==> config.mk <==
export PLATFORM = sky130hd
export DESIGN_NAME = alu_exec_unit_flat
export DESIGN_NICKNAME = d
export VERILOG_FILES = /design/src/rtl/alu_exec_if.sv /design/src/rtl/alu_exec_unit.sv /design/src/flat_wrapper.sv
export SDC_FILE = /design/constraint.sdc
export NUM_CORES = 1
export LEC_CHECK = 0
export ABC_AREA = 1
export CAP_MARGIN = 10
export CORE_MARGIN = 4
export CORE_UTILIZATION = 45
export CTS_BUF_LIST = sky130_fd_sc_hd__clkbuf_8
export CTS_CLUSTER_DIAMETER = 30
export DETAILED_ROUTE_END_ITERATION = 8
export GPL_TIMING_DRIVEN = 0
export PLACE_DENSITY = 0.71
export SKIP_CTS_REPAIR_TIMING = 1
export SYNTH_ARGS = -nofsm -noshare
export SYNTH_HDL_FRONTEND = slang
export SYNTH_SLANG_ARGS = --single-unit
==> constraint.sdc <==
create_clock -name clk -period 2.4 [get_ports clk]
set_input_delay 0.48 -clock clk [delete_from_list [all_inputs] [get_ports clk]]
set_output_delay 0.48 -clock clk [all_outputs]
set_load 0.1 [all_outputs]
==> src/rtl/alu_exec_if.sv <==
// Request/response bundle for alu_exec_unit: operand handshake in, result handshake out.
interface alu_exec_if #(parameter int XLEN = 32);
   logic            in_valid;
   logic            in_ready;
   logic [3:0]      alu_ctrl;
   logic [XLEN-1:0] op_a;
   logic [XLEN-1:0] op_b;
   logic            out_valid;
   logic            out_ready;
   logic [XLEN-1:0] result;
   logic            zero;
   logic            busy;

   modport master (
      output in_valid, alu_ctrl, op_a, op_b, out_ready,
      input  in_ready, out_valid, result, zero, busy
   );

   modport slave (
      input  in_valid, alu_ctrl, op_a, op_b, out_ready,
      output in_ready, out_valid, result, zero, busy
   );
endinterface

==> src/rtl/alu_exec_unit.sv <==
// Execute unit: single-cycle logic/arith ops, shifts done one bit per cycle
// (no barrel shifter), valid/ready on both sides, synchronous flush.
module alu_exec_unit #(
   parameter int XLEN = 32
) (
   input  logic      clk,
   input  logic      rst_n,
   input  logic      flush,
   alu_exec_if.slave bus
);
   localparam logic [3:0] C_SUB  = 4'b0001;
   localparam logic [3:0] C_AND  = 4'b0010;
   localparam logic [3:0] C_OR   = 4'b0011;
   localparam logic [3:0] C_XOR  = 4'b0100;
   localparam logic [3:0] C_SLT  = 4'b0101;
   localparam logic [3:0] C_SLTU = 4'b0110;
   localparam logic [3:0] C_SLL  = 4'b0111;
   localparam logic [3:0] C_SRL  = 4'b1000;
   localparam logic [3:0] C_SRA  = 4'b1001;

   typedef enum logic [1:0] {IDLE, SHIFT, DONE} state_t;

   state_t          state;
   logic [3:0]      op;
   logic [XLEN-1:0] sreg;
   logic [4:0]      cnt;
   logic [XLEN-1:0] result_q;
   logic            zero_q;
   logic            out_valid_q;

   logic [4:0]      shamt;
   logic            is_shift;
   logic [XLEN-1:0] alu_res;
   logic [XLEN-1:0] sh_next;

   assign shamt    = bus.op_b[4:0];
   assign is_shift = (bus.alu_ctrl == C_SLL) || (bus.alu_ctrl == C_SRL) ||
                     (bus.alu_ctrl == C_SRA);

   // Shift ops fall through to op_a here: that is the shamt==0 result.
   always_comb begin
      alu_res = bus.op_a + bus.op_b;
      case (bus.alu_ctrl)
         C_SUB:                alu_res = bus.op_a - bus.op_b;
         C_AND:                alu_res = bus.op_a & bus.op_b;
         C_OR:                 alu_res = bus.op_a | bus.op_b;
         C_XOR:                alu_res = bus.op_a ^ bus.op_b;
         C_SLT:                alu_res = {{(XLEN-1){1'b0}}, ($signed(bus.op_a) < $signed(bus.op_b))};
         C_SLTU:               alu_res = {{(XLEN-1){1'b0}}, (bus.op_a < bus.op_b)};
         C_SLL, C_SRL, C_SRA:  alu_res = bus.op_a;
         default:              alu_res = bus.op_a + bus.op_b;
      endcase
   end

   always_comb begin
      sh_next = {sreg[XLEN-1], sreg[XLEN-1:1]};
      case (op)
         C_SLL:   sh_next = {sreg[XLEN-2:0], 1'b0};
         C_SRL:   sh_next = {1'b0, sreg[XLEN-1:1]};
         default: sh_next = {sreg[XLEN-1], sreg[XLEN-1:1]};
      endcase
   end

   always_ff @(posedge clk or negedge rst_n) begin
      if (!rst_n) begin
         state       <= IDLE;
         op          <= '0;
         sreg        <= '0;
         cnt         <= '0;
         result_q    <= '0;
         zero_q      <= 1'b0;
         out_valid_q <= 1'b0;
      end else if (flush) begin
         state       <= IDLE;
         out_valid_q <= 1'b0;
      end else begin
         case (state)
            IDLE: if (bus.in_valid) begin
               op <= bus.alu_ctrl;
               if (is_shift && shamt != 5'd0) begin
                  sreg  <= bus.op_a;
                  cnt   <= shamt;
                  state <= SHIFT;
               end else begin
                  result_q    <= alu_res;
                  zero_q      <= (alu_res == '0);
                  out_valid_q <= 1'b1;
                  state       <= DONE;
               end
            end
            SHIFT: begin
               sreg <= sh_next;
               cnt  <= cnt - 5'd1;
               if (cnt == 5'd1) begin
                  result_q    <= sh_next;
                  zero_q      <= (sh_next == '0);
                  out_valid_q <= 1'b1;
                  state       <= DONE;
               end
            end
            DONE: if (bus.out_ready) begin
               out_valid_q <= 1'b0;
               state       <= IDLE;
            end
            default: state <= IDLE;
         endcase
      end
   end

   assign bus.in_ready  = (state == IDLE);
   assign bus.busy      = (state != IDLE);
   assign bus.out_valid = out_valid_q;
   assign bus.result    = result_q;
   assign bus.zero      = zero_q;
endmodule

==> src/flat_wrapper.sv <==
// flat-port wrapper written by rule: the top's interface ports become plain ports
module alu_exec_unit_flat 
#(
   parameter int XLEN = 32
)
  (clk, rst_n, flush, bus_in_valid, bus_alu_ctrl, bus_op_a, bus_op_b, bus_out_ready, bus_in_ready, bus_out_valid, bus_result, bus_zero, bus_busy);
  alu_exec_if #(.XLEN(XLEN)) bus_i ();
  input  logic clk;
  input  logic rst_n;
  input  logic flush;
  input wire logic [$bits(bus_i.in_valid)-1:0] bus_in_valid;
  input wire logic [$bits(bus_i.alu_ctrl)-1:0] bus_alu_ctrl;
  input wire logic [$bits(bus_i.op_a)-1:0] bus_op_a;
  input wire logic [$bits(bus_i.op_b)-1:0] bus_op_b;
  input wire logic [$bits(bus_i.out_ready)-1:0] bus_out_ready;
  output wire logic [$bits(bus_i.in_ready)-1:0] bus_in_ready;
  output wire logic [$bits(bus_i.out_valid)-1:0] bus_out_valid;
  output wire logic [$bits(bus_i.result)-1:0] bus_result;
  output wire logic [$bits(bus_i.zero)-1:0] bus_zero;
  output wire logic [$bits(bus_i.busy)-1:0] bus_busy;
  assign bus_i.in_valid = bus_in_valid;
  assign bus_i.alu_ctrl = bus_alu_ctrl;
  assign bus_i.op_a = bus_op_a;
  assign bus_i.op_b = bus_op_b;
  assign bus_i.out_ready = bus_out_ready;
  assign bus_in_ready = bus_i.in_ready;
  assign bus_out_valid = bus_i.out_valid;
  assign bus_result = bus_i.result;
  assign bus_zero = bus_i.zero;
  assign bus_busy = bus_i.busy;
  alu_exec_unit #(.XLEN(XLEN)) u_core (.clk(clk), .rst_n(rst_n), .flush(flush), .bus(bus_i));
endmodule
==> flow_summary.yaml, run 1 <==
global_route:
  grt_pass1_vias: 11700
  antenna_found_initial: 1
  grt_pass1_wl_mm: 68.0
  grt_max_degree: 52
  grt_overflow_total: 0
  track_usage_pct: 33.3
synth:
  synth-edff-count: 0
  synth.area.top_cells: "nand2_1, dfrtp_1, inv_1, ha_1, nor2_1"
  ys_ff_latch: 77
  synth-simple-area-share_pct: 38.8
  yosys_warnings: 0
  syn_nets: 2084
  yosys.area.top_type_share_pct: 19.9
  ys_types: 47
  ys.flop_type: "dfrtp_1"
  synth_xor_area_share_pct: 0.238
  synth_area_um2: 11000
  synth_top_family_by_area: "simple AND/OR/NAND/NOR gates"
  synth_seq_area_share_pct: 17.5
  synth_compound_area_share_pct: 15.3
  async_flop_share_pct: 100
  syn_inst: 1911
  synth_largest_area_cell: "nand2_1"
  synthMuxAreaShare_pct: 0
  post_synth.cell_area_avg_um2: 5.77
  synth_fa_ha_area_share_pct: 11.5
run_status:
  outcome: "finished, violations left"
  violations: "setup timing"
routing:
  finalWirelength_mm: 48.9
  ant_nets: 0
  firstDrtPassIters: 8
  drt_first_iter_violations: 1517
  viasPerCell: 5.51
  vias: 13400
  drcViolationCount: 0
  wire_per_inst_um: 20.1
sta:
  period_needed_ns: 2.68
  final.setup.worst_slack_ns: -0.279
  grt_setup_unrepaired: "true"
  setup_viol: 2
  finalMaxSlewViolations: 0
  finalClockSkew_ns: 0.0183
  relSlewSlack_pct: 31.4
  worstMarginPinSlew_ns: 1.03
  hold_viol: 0
  post-route-period-util_pct: 112
  max_freq_mhz: 373
setup_path:
  worst-path-buf-inv: 3
  worstPathCellList: "dlymetal6s2s_1, inv_2, ha_4, buf_4, nor2_4, nand2_2, nor3_2, nand2_2, nand2_4, nand2_2, nand2_1, nand2_1, nand3_2, nand3_2, nor2_1, nand2_1, nor2_2, nand4_1, a21oi_1"
  cp-startpoint: "bus_op_a[8]"
  regToRegStartpoint: "u_core.op[3]"
  setup.worst_path.end_class: "flop"
  crit_required_ns: 2.68
  worstPathMaxFanout: 6
  critPathArrivalTime_ns: 2.96
  criticalPathCategory: "in2reg"
  cp_top_family: "simple AND/OR/NAND/NOR gates"
  slowest_stage: "ha_4"
  r2r_cells: 11
  slowest_delay_ns: 0.30
  path_depth: 19
  startpoint_type: "input port"
clock_network:
  clk_latency_ns: 0.36
  cts_tree: "yes"
  cts.reportedPaths.clkPinSlew_ns: 0.09
  cts_max_level: 3
  clockRootBuffer: "clkbuf_8"
  clkSinkCount: 77
  clk_path_buf_depth: 2
  numCtsBuffers: 9
cells_and_area:
  layout-drive-gt1-share_pct: 28.1
  final_cells: 2429
  final_cell_mix: "nand2_1, inv_1, nor2_1"
  syn2layout_area_growth_pct: 36.6
  postLayoutCoreUtil_pct: 62.3
  final_nets: 2273
  antennaDiodeCount: 0
  mostFrequentLayoutCell: "nand2_1"
job:
  maxCapViolCount: 0
floorplan:
  rows: 57
  fp.dieH_um: 165
  design.core.area_um2: 24200
  pin_count: 109
  initial_core_util_pct: 45.6
  die_w_um: 165
  die_area_um2: 27100
place:
  place.gp.congestion: 1.00
  place_hpwl_mm: 38.4
  port_buffers: 108
  dp_cells: 2344
power_and_ir_drop:
  p_leak_nw: 8.03
  power_density_nw_per_um2: 737
  peakVddDrop_mv: 0.904
hold_path:
  worstHoldPathType: "in2async"
## logic make-up (layout without fill, tap and decap cells)
family	Yosys count	in the layout
AO/OA/AOI/OAI	293	293
XOR/XNOR	3	3
adder cells (fa/ha/maj)	100	100
buffers and inverters	431	625
flip-flops	77	77
AND/OR/NAND/NOR	1007	1007
## routing by layer
| metal | up-vias | share of wire, % | GRT usage (%) | wire length (µm) |
|---|---|---|---|---|
| li1 | 6424 | - | - | - |
| met1 | 6251 | 44 | 46.7 | 21500 |
| met2 | 606 | 45 | 53.9 | 21900 |
| met3 | 108 | 8.2 | 4.57 | 3990 |
| met4 | 2 | 3.1 | 8.96 | 1530 |
| met5 | - | 0.020 | 0 | 10 |
## power by group
group	leakage (nW)	internal [W]	switching (W)
Combinational	7.03	0.00224	0.00559
Clock	0.0964	0.000475	0.000496
Sequential	0.907	0.00193	0.000376
Total	8.03	0.00464	0.00646
## per-stage QoR
stage / hold slack, ns / worst slack [ns] / power, W / setup TNS, ns / area [µm²]
CTS: 0.0382 / -1.14 / 0.0103 / -26.98 / 12700
global placement: 0.468 / -1.80 / 0.00926 / -188.55 / 12500
global route: 0.0554 / -0.393 / 0.0117 / -0.604 / 15100
floorplan: 0.184 / -0.268 / 0.00729 / -14.04 / 11000
finish: 0.0296 / -0.279 / 0.0111 / -0.288 / 15100
detailed placement: 0.430 / -1.50 / 0.00932 / -50.85 / 12500
## worst paths after layout
check,slack (ns),end
worst min register to register,0.49,u_core.bus.result[0]
worst max register to register,-0.10,u_core.bus.zero
max in group asynchronous,1.77,u_core.sreg[18]
worst max-delay path,-0.28,u_core.bus.zero
min in group clk,0.47,u_core.sreg[5]
worst min-delay path,0.03,u_core.cnt[4]
## Yosys cell counts (9+ instances only)
cell / instances
a211oi_1: 11
a21oi_1: 62
a221oi_1: 11
a31oi_1: 41
buf_2: 27
buf_4: 11
buf_6: 15
clkbuf_1: 14
dfrtp_1: 77
ha_1: 98
inv_1: 347
inv_2: 11
nand2_1: 583
nand2_2: 9
nand3_1: 132
nand3_2: 11
nand4_1: 24
nor2_1: 179
nor2_2: 17
nor3_1: 19
o21ai_0: 119
o22ai_1: 31
or2_2: 19
## registers in the layout, indices dropped and copies added, names as in the netlist
name and count:
u_core.bus.out_valid 1, u_core.sreg 32, u_core.state 2, u_core.bus.result 32, u_core.cnt 5, u_core.op 4, u_core.bus.zero 1
## area by class of cell
cell class                      instances  area, µm²
Buffer                                 71        663
Clock buffer                            9        124
Clock inverter                          7       67.6
Fill cell                            2313       9120
Inverter                              360       1380
Multi-Input combinational cell       1403       8850
Sequential cell                        77       1930
Tap cell                              324        405
Timing Repair Buffer                  178       1630
## worst register-to-register path: stages, from the launching register on
cell     delay [ns]
dfrtp_1        0.41
nor2_1         0.15
nand3_2        0.29
inv_2          0.26
o21ai_0        0.26
nor4_1         0.30
nand2_1        0.08
nor3_1         0.30
nand4_1        0.13
nand2_1        0.08
inv_1          0.04
a21oi_1        0.11
(Power assumes the default switching activity.)
==> inputs of run 2 (changes only) <==
--- a/config.mk
+++ b/config.mk
@@ -13,7 +13,7 @@
 export CTS_CLUSTER_DIAMETER = 30
 export DETAILED_ROUTE_END_ITERATION = 8
 export GPL_TIMING_DRIVEN = 0
-export PLACE_DENSITY = 0.71
+export PLACE_DENSITY = 0.74
 export SKIP_CTS_REPAIR_TIMING = 1
 export SYNTH_ARGS = -nofsm -noshare
 export SYNTH_HDL_FRONTEND = slang
==> constraint.sdc (replaced) <==
create_clock -name clk -period 2.3 [get_ports clk]
set_input_delay 0.46 -clock clk [delete_from_list [all_inputs] [get_ports clk]]
set_output_delay 0.46 -clock clk [all_outputs]
set_load 0.1 [all_outputs]
==> flow_summary.yaml, run 2 (synthesis gave the netlist of run 1 again) <==
run_status:
  outcome: "finished, violations left"
  violations: "setup timing"
hold_path:
  min_to: "u_core.sreg[14]"
  hold_depth: 3
  worstHoldPathType: "in2reg"
  holdCritStartpoint: "bus_op_a[14]"
floorplan:
  rows: 57
  design.core.area_um2: 24200
  pin_count: 109
  die_area_um2: 27100
  die_w_um: 165
  fp.dieH_um: 165
  initial_core_util_pct: 45.6
routing:
  viasPerCell: 5.55
  firstDrtPassIters: 7
  drt_first_iter_violations: 1590
  wire_per_inst_um: 20.0
  finalWirelength_mm: 48.6
  vias: 13500
  ant_nets: 0
  drcViolationCount: 0
global_route:
  grt_overflow_total: 0
  antenna_found_initial: 1
  grt_max_degree: 57
  grt_pass1_vias: 11900
  track_usage_pct: 33.6
  grt_pass1_wl_mm: 69.2
setup_path:
  cp_top_family: "simple AND/OR/NAND/NOR gates"
  criticalPathCategory: "in2reg"
  startpoint_type: "input port"
  crit_top_cell: "nand2_2"
  crit_required_ns: 2.59
  setup.worst_path.end_class: "flop"
  worstPathCellList: "clkbuf_4, inv_2, ha_4, buf_6, clkinvlp_4, a21oi_2, nand2_1, nand2_1, nand2_2, a21oi_4, nand3_2, nand3_2, nand2_2, nand2_2, nand4_1, nor2_2, nand4_1, a21oi_2"
  slowest_delay_ns: 0.28
  r2r_cells: 11
  r2r_slack_ns: -0.13
  regToRegStartpoint: "u_core.op[3]"
  slowest_stage: "ha_4"
  r2r_end: "u_core.bus.zero"
  worst-path-buf-inv: 4
  critPathArrivalTime_ns: 2.94
  worstPathMaxFanout: 5
clock_network:
  numCtsBuffers: 9
  cts.reportedPaths.clkPinSlew_ns: 0.08
  clkSinkCount: 77
  cts_tree: "yes"
  clockRootBuffer: "clkbuf_8"
  cts_max_level: 3
  clk_latency_ns: 0.36
  clk_path_buf_depth: 2
power_and_ir_drop:
  p_total_w: 0.0118
  power_frac_seq_pct: 20.5
  p_switching_w: 0.00675
  power.clock.fraction_pct: 10.6
  power_density_nw_per_um2: 780
  p_sw_share_pct: 57.3
  peakVddDrop_mv: 0.897
  pwr-share-comb_pct: 68.9
  p_leak_nw: 8.18
  p_int_w: 0.00503
sta:
  finalClockSkew_ns: 0.00982
  period_needed_ns: 2.64
  hold_viol: 0
  grt_setup_unrepaired: "true"
  worstMarginPinSlew_ns: 0.990
  post-route-period-util_pct: 115
  tns_ns: -0.422
  max_freq_mhz: 378
  finalMaxSlewViolations: 0
  setup_viol: 3
  relSlewSlack_pct: 33.9
  final.setup.worst_slack_ns: -0.344
cells_and_area:
  final_cell_mix: "nand2_1, inv_1, nor2_1"
  layout-drive-gt1-share_pct: 28.5
  mostFrequentLayoutCell: "nand2_1"
  syn2layout_area_growth_pct: 37.1
  nFillCells: 2320
  antennaDiodeCount: 0
  final_nets: 2272
job:
  maxCapViolCount: 0
place:
  dp_slack_ns: -1.60
  place.gp.congestion: 1.02
  place_hpwl_mm: 38.0
  port_buffers: 108
==> run 2: cell types whose count changed in the layout (fill, tap and decap cells not counted), sizes merged <==
cell           before  now
buf               128  129
inv               358  354
bufinv              1    3
clkdlybuf4s50      36    3
clkinvlp            4    7
clkinv              4    3
dlygate4sd3         0    1
dlymetal6s2s       40   63
clkbuf             54   61
==> run 2: per-stage QoR <==
step / std cells / cell area (µm²) / hold WS [ns] / utilization [%]
after detailed placement: 2344 / 12500 / 0.378 / 51.9
after CTS: 2360 / 12800 / -0.0123 / 52.9
after floorplan: 1911 / 11000 / 0.164 / -
after global routing: 2428 / 15100 / 0.400 / 62.5
after global placement: 2343 / 12500 / 0.467 / 51.8
final: 2428 / 15100 / 0.404 / 62.5
==> run 2: per-layer routing <==
layer  wire length (µm)  GRT usage [%]  up-vias
met4               1540           9.94        0
li1                   -              -     6411
met2              21600           52.8      674
met1              20800           48.1     6313
met3               4630           4.47       88
met5                  0              0        -
==> run 2: tightest hold or removal path, delay by kind of cell <==
kind,cells,cell delay (ns)
AOI/OAI and AO/OA,1,0.07
buffers and inverters,1,0.12
and+or+nand+nor,1,0.07
==> run 2: layout make-up <==
type                       instances  area, µm²  area share, %
clock inverter                     7        115          0.761
sequential                        77       1930           12.8
inverter                         360       1400           9.25
tap                              324        405           2.68
buffer                            71        648           4.29
multi-input combinational       1403       8820           58.4
clock buffer                       9        124          0.819
timing repair buffer             177       1680           11.1
==> run 2: worst max-delay path by stage <==
stage	endpoint	slack [ns]	cells after the start	from
detailed placement	u_core.bus.zero	-1.60	20	bus_op_a[0]
finish	u_core.bus.zero	-0.34	18	bus_op_a[19]
global placement	u_core.bus.result[29]	-1.93	1	rst_n
CTS	u_core.bus.zero	-1.25	20	bus_op_a[0]
floorplan	u_core.sreg[26]	-0.37	10	u_core.state[0]
global route	u_core.bus.zero	-0.43	20	bus_op_b[17]
==> run 2: power by group through the flow <==
stage | registers (W) | logic [W] | clock network, W
6_report | 0.00242 | 0.00812 | 0.00124
2_1_floorplan | 0.00453 | 0.00308 | 0
5_1_grt | 0.00250 | 0.00865 | 0.00131
3_5_place_dp | 0.00244 | 0.00725 | 0
3_3_place_gp | 0.00242 | 0.00722 | 0
4_1_cts | 0.00242 | 0.00729 | 0.00125
==> inputs of run 3 (changes only) <==
--- a/config.mk
+++ b/config.mk
@@ -13,7 +13,7 @@
 export CTS_CLUSTER_DIAMETER = 30
 export DETAILED_ROUTE_END_ITERATION = 8
 export GPL_TIMING_DRIVEN = 0
-export PLACE_DENSITY = 0.74
+export PLACE_DENSITY = 0.71
 export SKIP_CTS_REPAIR_TIMING = 1
 export SYNTH_ARGS = -nofsm -noshare
 export SYNTH_HDL_FRONTEND = slang
==> constraint.sdc (replaced) <==
create_clock -name clk -period 3.4 [get_ports clk]
set_input_delay 0.68 -clock clk [delete_from_list [all_inputs] [get_ports clk]]
set_output_delay 0.68 -clock clk [all_outputs]
set_load 0.1 [all_outputs]
==> flow_summary.yaml, run 3 (synthesis gave the netlist of run 1 again) <==
clock_network:
  clk_latency_ns: 0.36
  clk_path_buf_depth: 2
  cts_max_level: 3
  clkSinkCount: 77
  cts_tree: "yes"
  clockRootBuffer: "clkbuf_8"
  numCtsBuffers: 9
  cts.reportedPaths.clkPinSlew_ns: 0.08
power_and_ir_drop:
  power_density_nw_per_um2: 550
  p_leak_nw: 7.30
  peakVddDrop_mv: 0.616
cells_and_area:
  postLayoutCellArea_um2: 13300
  syn2layout_area_growth_pct: 20.5
  nFillCells: 2577
  final_cell_mix: "nand2_1, inv_1, nor2_1"
  postLayoutCoreUtil_pct: 54.9
  antennaDiodeCount: 0
  final_nets: 2211
  mostFrequentLayoutCell: "nand2_1"
  layout-drive-gt1-share_pct: 13.2
sta:
  max_freq_mhz: 297
  worstMarginPinSlew_ns: 0.988
  setup_viol: 0
  period_needed_ns: 3.36
  finalMaxSlewViolations: 0
  relSlewSlack_pct: 33.9
  final.setup.worst_slack_ns: 0.0368
  hold_viol: 0
  post-route-period-util_pct: 98.9
  finalClockSkew_ns: 0.0150
global_route:
  grt_max_degree: 67
  grt_use_met2_pct: 52.5
  grt_util_met1_pct: 46.0
  grt_pass1_wl_mm: 67.2
  grt-busiest-layer: "met2"
  met3_usage_pct: 2.89
  antenna_found_initial: 1
  grt_overflow_total: 0
  grt_pass1_vias: 12100
  track_usage_pct: 32.4
setup_path:
  r2r_slack_ns: 0.79
  setup.worst_path.end_class: "flop"
  slowest_stage: "clkdlybuf4s50_1"
  slowest_delay_ns: 0.47
  r2r_end: "u_core.bus.zero"
  critPathArrivalTime_ns: 3.60
  cp-startpoint: "bus_alu_ctrl[2]"
  cp_top_family: "simple AND/OR/NAND/NOR gates"
  r2r_cells: 9
  regToRegStartpoint: "u_core.state[1]"
  crit_top_cell: "nand3_1"
  startpoint_type: "input port"
  worstPathMaxFanout: 10
  criticalPathCategory: "in2reg"
  worst-path-buf-inv: 4
  crit_required_ns: 3.63
  worstPathCellList: "clkdlybuf4s50_1, nor2_1, inv_1, nor3_2, buf_2, buf_2, nand3_1, nand3_1, nor2_1, nand3_1, nor2_2, nand4_1, a21oi_1"
floorplan:
  pin_count: 109
  rows: 57
  die_w_um: 165
  initial_core_util_pct: 45.6
  die_area_um2: 27100
  design.core.area_um2: 24200
  fp.dieH_um: 165
place:
  dp_slack_ns: -0.682
  port_buffers: 108
  dpl_cell_area_um2: 12500
  place.gp.congestion: 1.02
  place_hpwl_mm: 36.7
routing:
  firstDrtPassIters: 6
  wire_per_inst_um: 18.8
  drt_first_iter_violations: 1350
  ant_nets: 0
  finalWirelength_mm: 44.4
  viasPerCell: 5.52
  vias: 13100
  drcViolationCount: 0
job:
  maxCapViolCount: 0
run_status:
  outcome: "complete, no violations"
hold_path:
  worstHoldPathType: "in2async"
run 3: cell types whose count changed in the layout (fill, tap and decap cells not counted), moves of 19 or more:
cell / change
buf_4: -46
clkdlybuf4s50_1: +76
clkbuf_2: -19
ha_4: -23
nand2_4: -22
nor2_4: -33
nand2_2: -50
ha_1: +23
inv_2: -44
inv_1: +57
nand2_1: +72
nand3_1: +26
dlymetal6s2s_1: -35
run 3: through the flow:
step                      TNS [ns]  power, W  hold WS [ns]  cells
final                            0   0.00730         0.162   2366
after global routing       -0.0232   0.00777         0.176   2366
after floorplan                  0   0.00514         0.384   1911
after detailed placement     -2.92   0.00654         0.475   2344
after global placement      -79.73   0.00649         0.466   2343
after CTS                   -0.322   0.00713         0.162   2359
run 3: worst max-delay path by stage:
| stage | end | cells past startpoint |
|---|---|---|
| CTS | u_core.bus.zero | 20 |
| finish | u_core.bus.zero | 13 |
| floorplan | u_core.sreg[26] | 10 |
| detailed placement | u_core.bus.zero | 20 |
| global route | u_core.bus.zero | 21 |
| global placement | u_core.bus.result[31] | 1 |
run 3: worst reg2reg max path, delay by kind of cell, from the launching register on:
kind | cells | cell delay [ns]
compound gates | 2 | 0.61
simple gates | 6 | 1.45
flops | 1 | 0.44
buf+inv | 1 | 0.04
run 3: area by class of cell:
type                    instances  area [µm²]  area share (%)
clock buffers                  10         138            1.04
well taps                     324         405            3.05
plain buffers                  71         527            3.97
clock inverters                 5        21.3           0.160
multi-input cells            1403        7670            57.8
inverters                     360        1360            10.3
repair buffers                116        1230            9.25
flip-flops and latches         77        1930            14.5
run 3: power by group:
group	internal [W]	leakage (nW)	switching [W]	total [W]
Clock	0.000271	0.0957	0.000320	0.000591
Sequential	0.00136	0.907	0.000268	0.00163
Combinational	0.00138	6.30	0.00370	0.00508
Total	0.00301	7.30	0.00429	0.00730
run 3: per-layer routing:
metal | routed length [µm] | vias to the layer above | share of wire [%]
met4 | 1390 | 0 | 3.1
li1 | - | 6293 | -
met3 | 4200 | 88 | 9.4
met5 | 0 | - | 0
met2 | 19900 | 621 | 45
met1 | 18900 | 6061 | 43
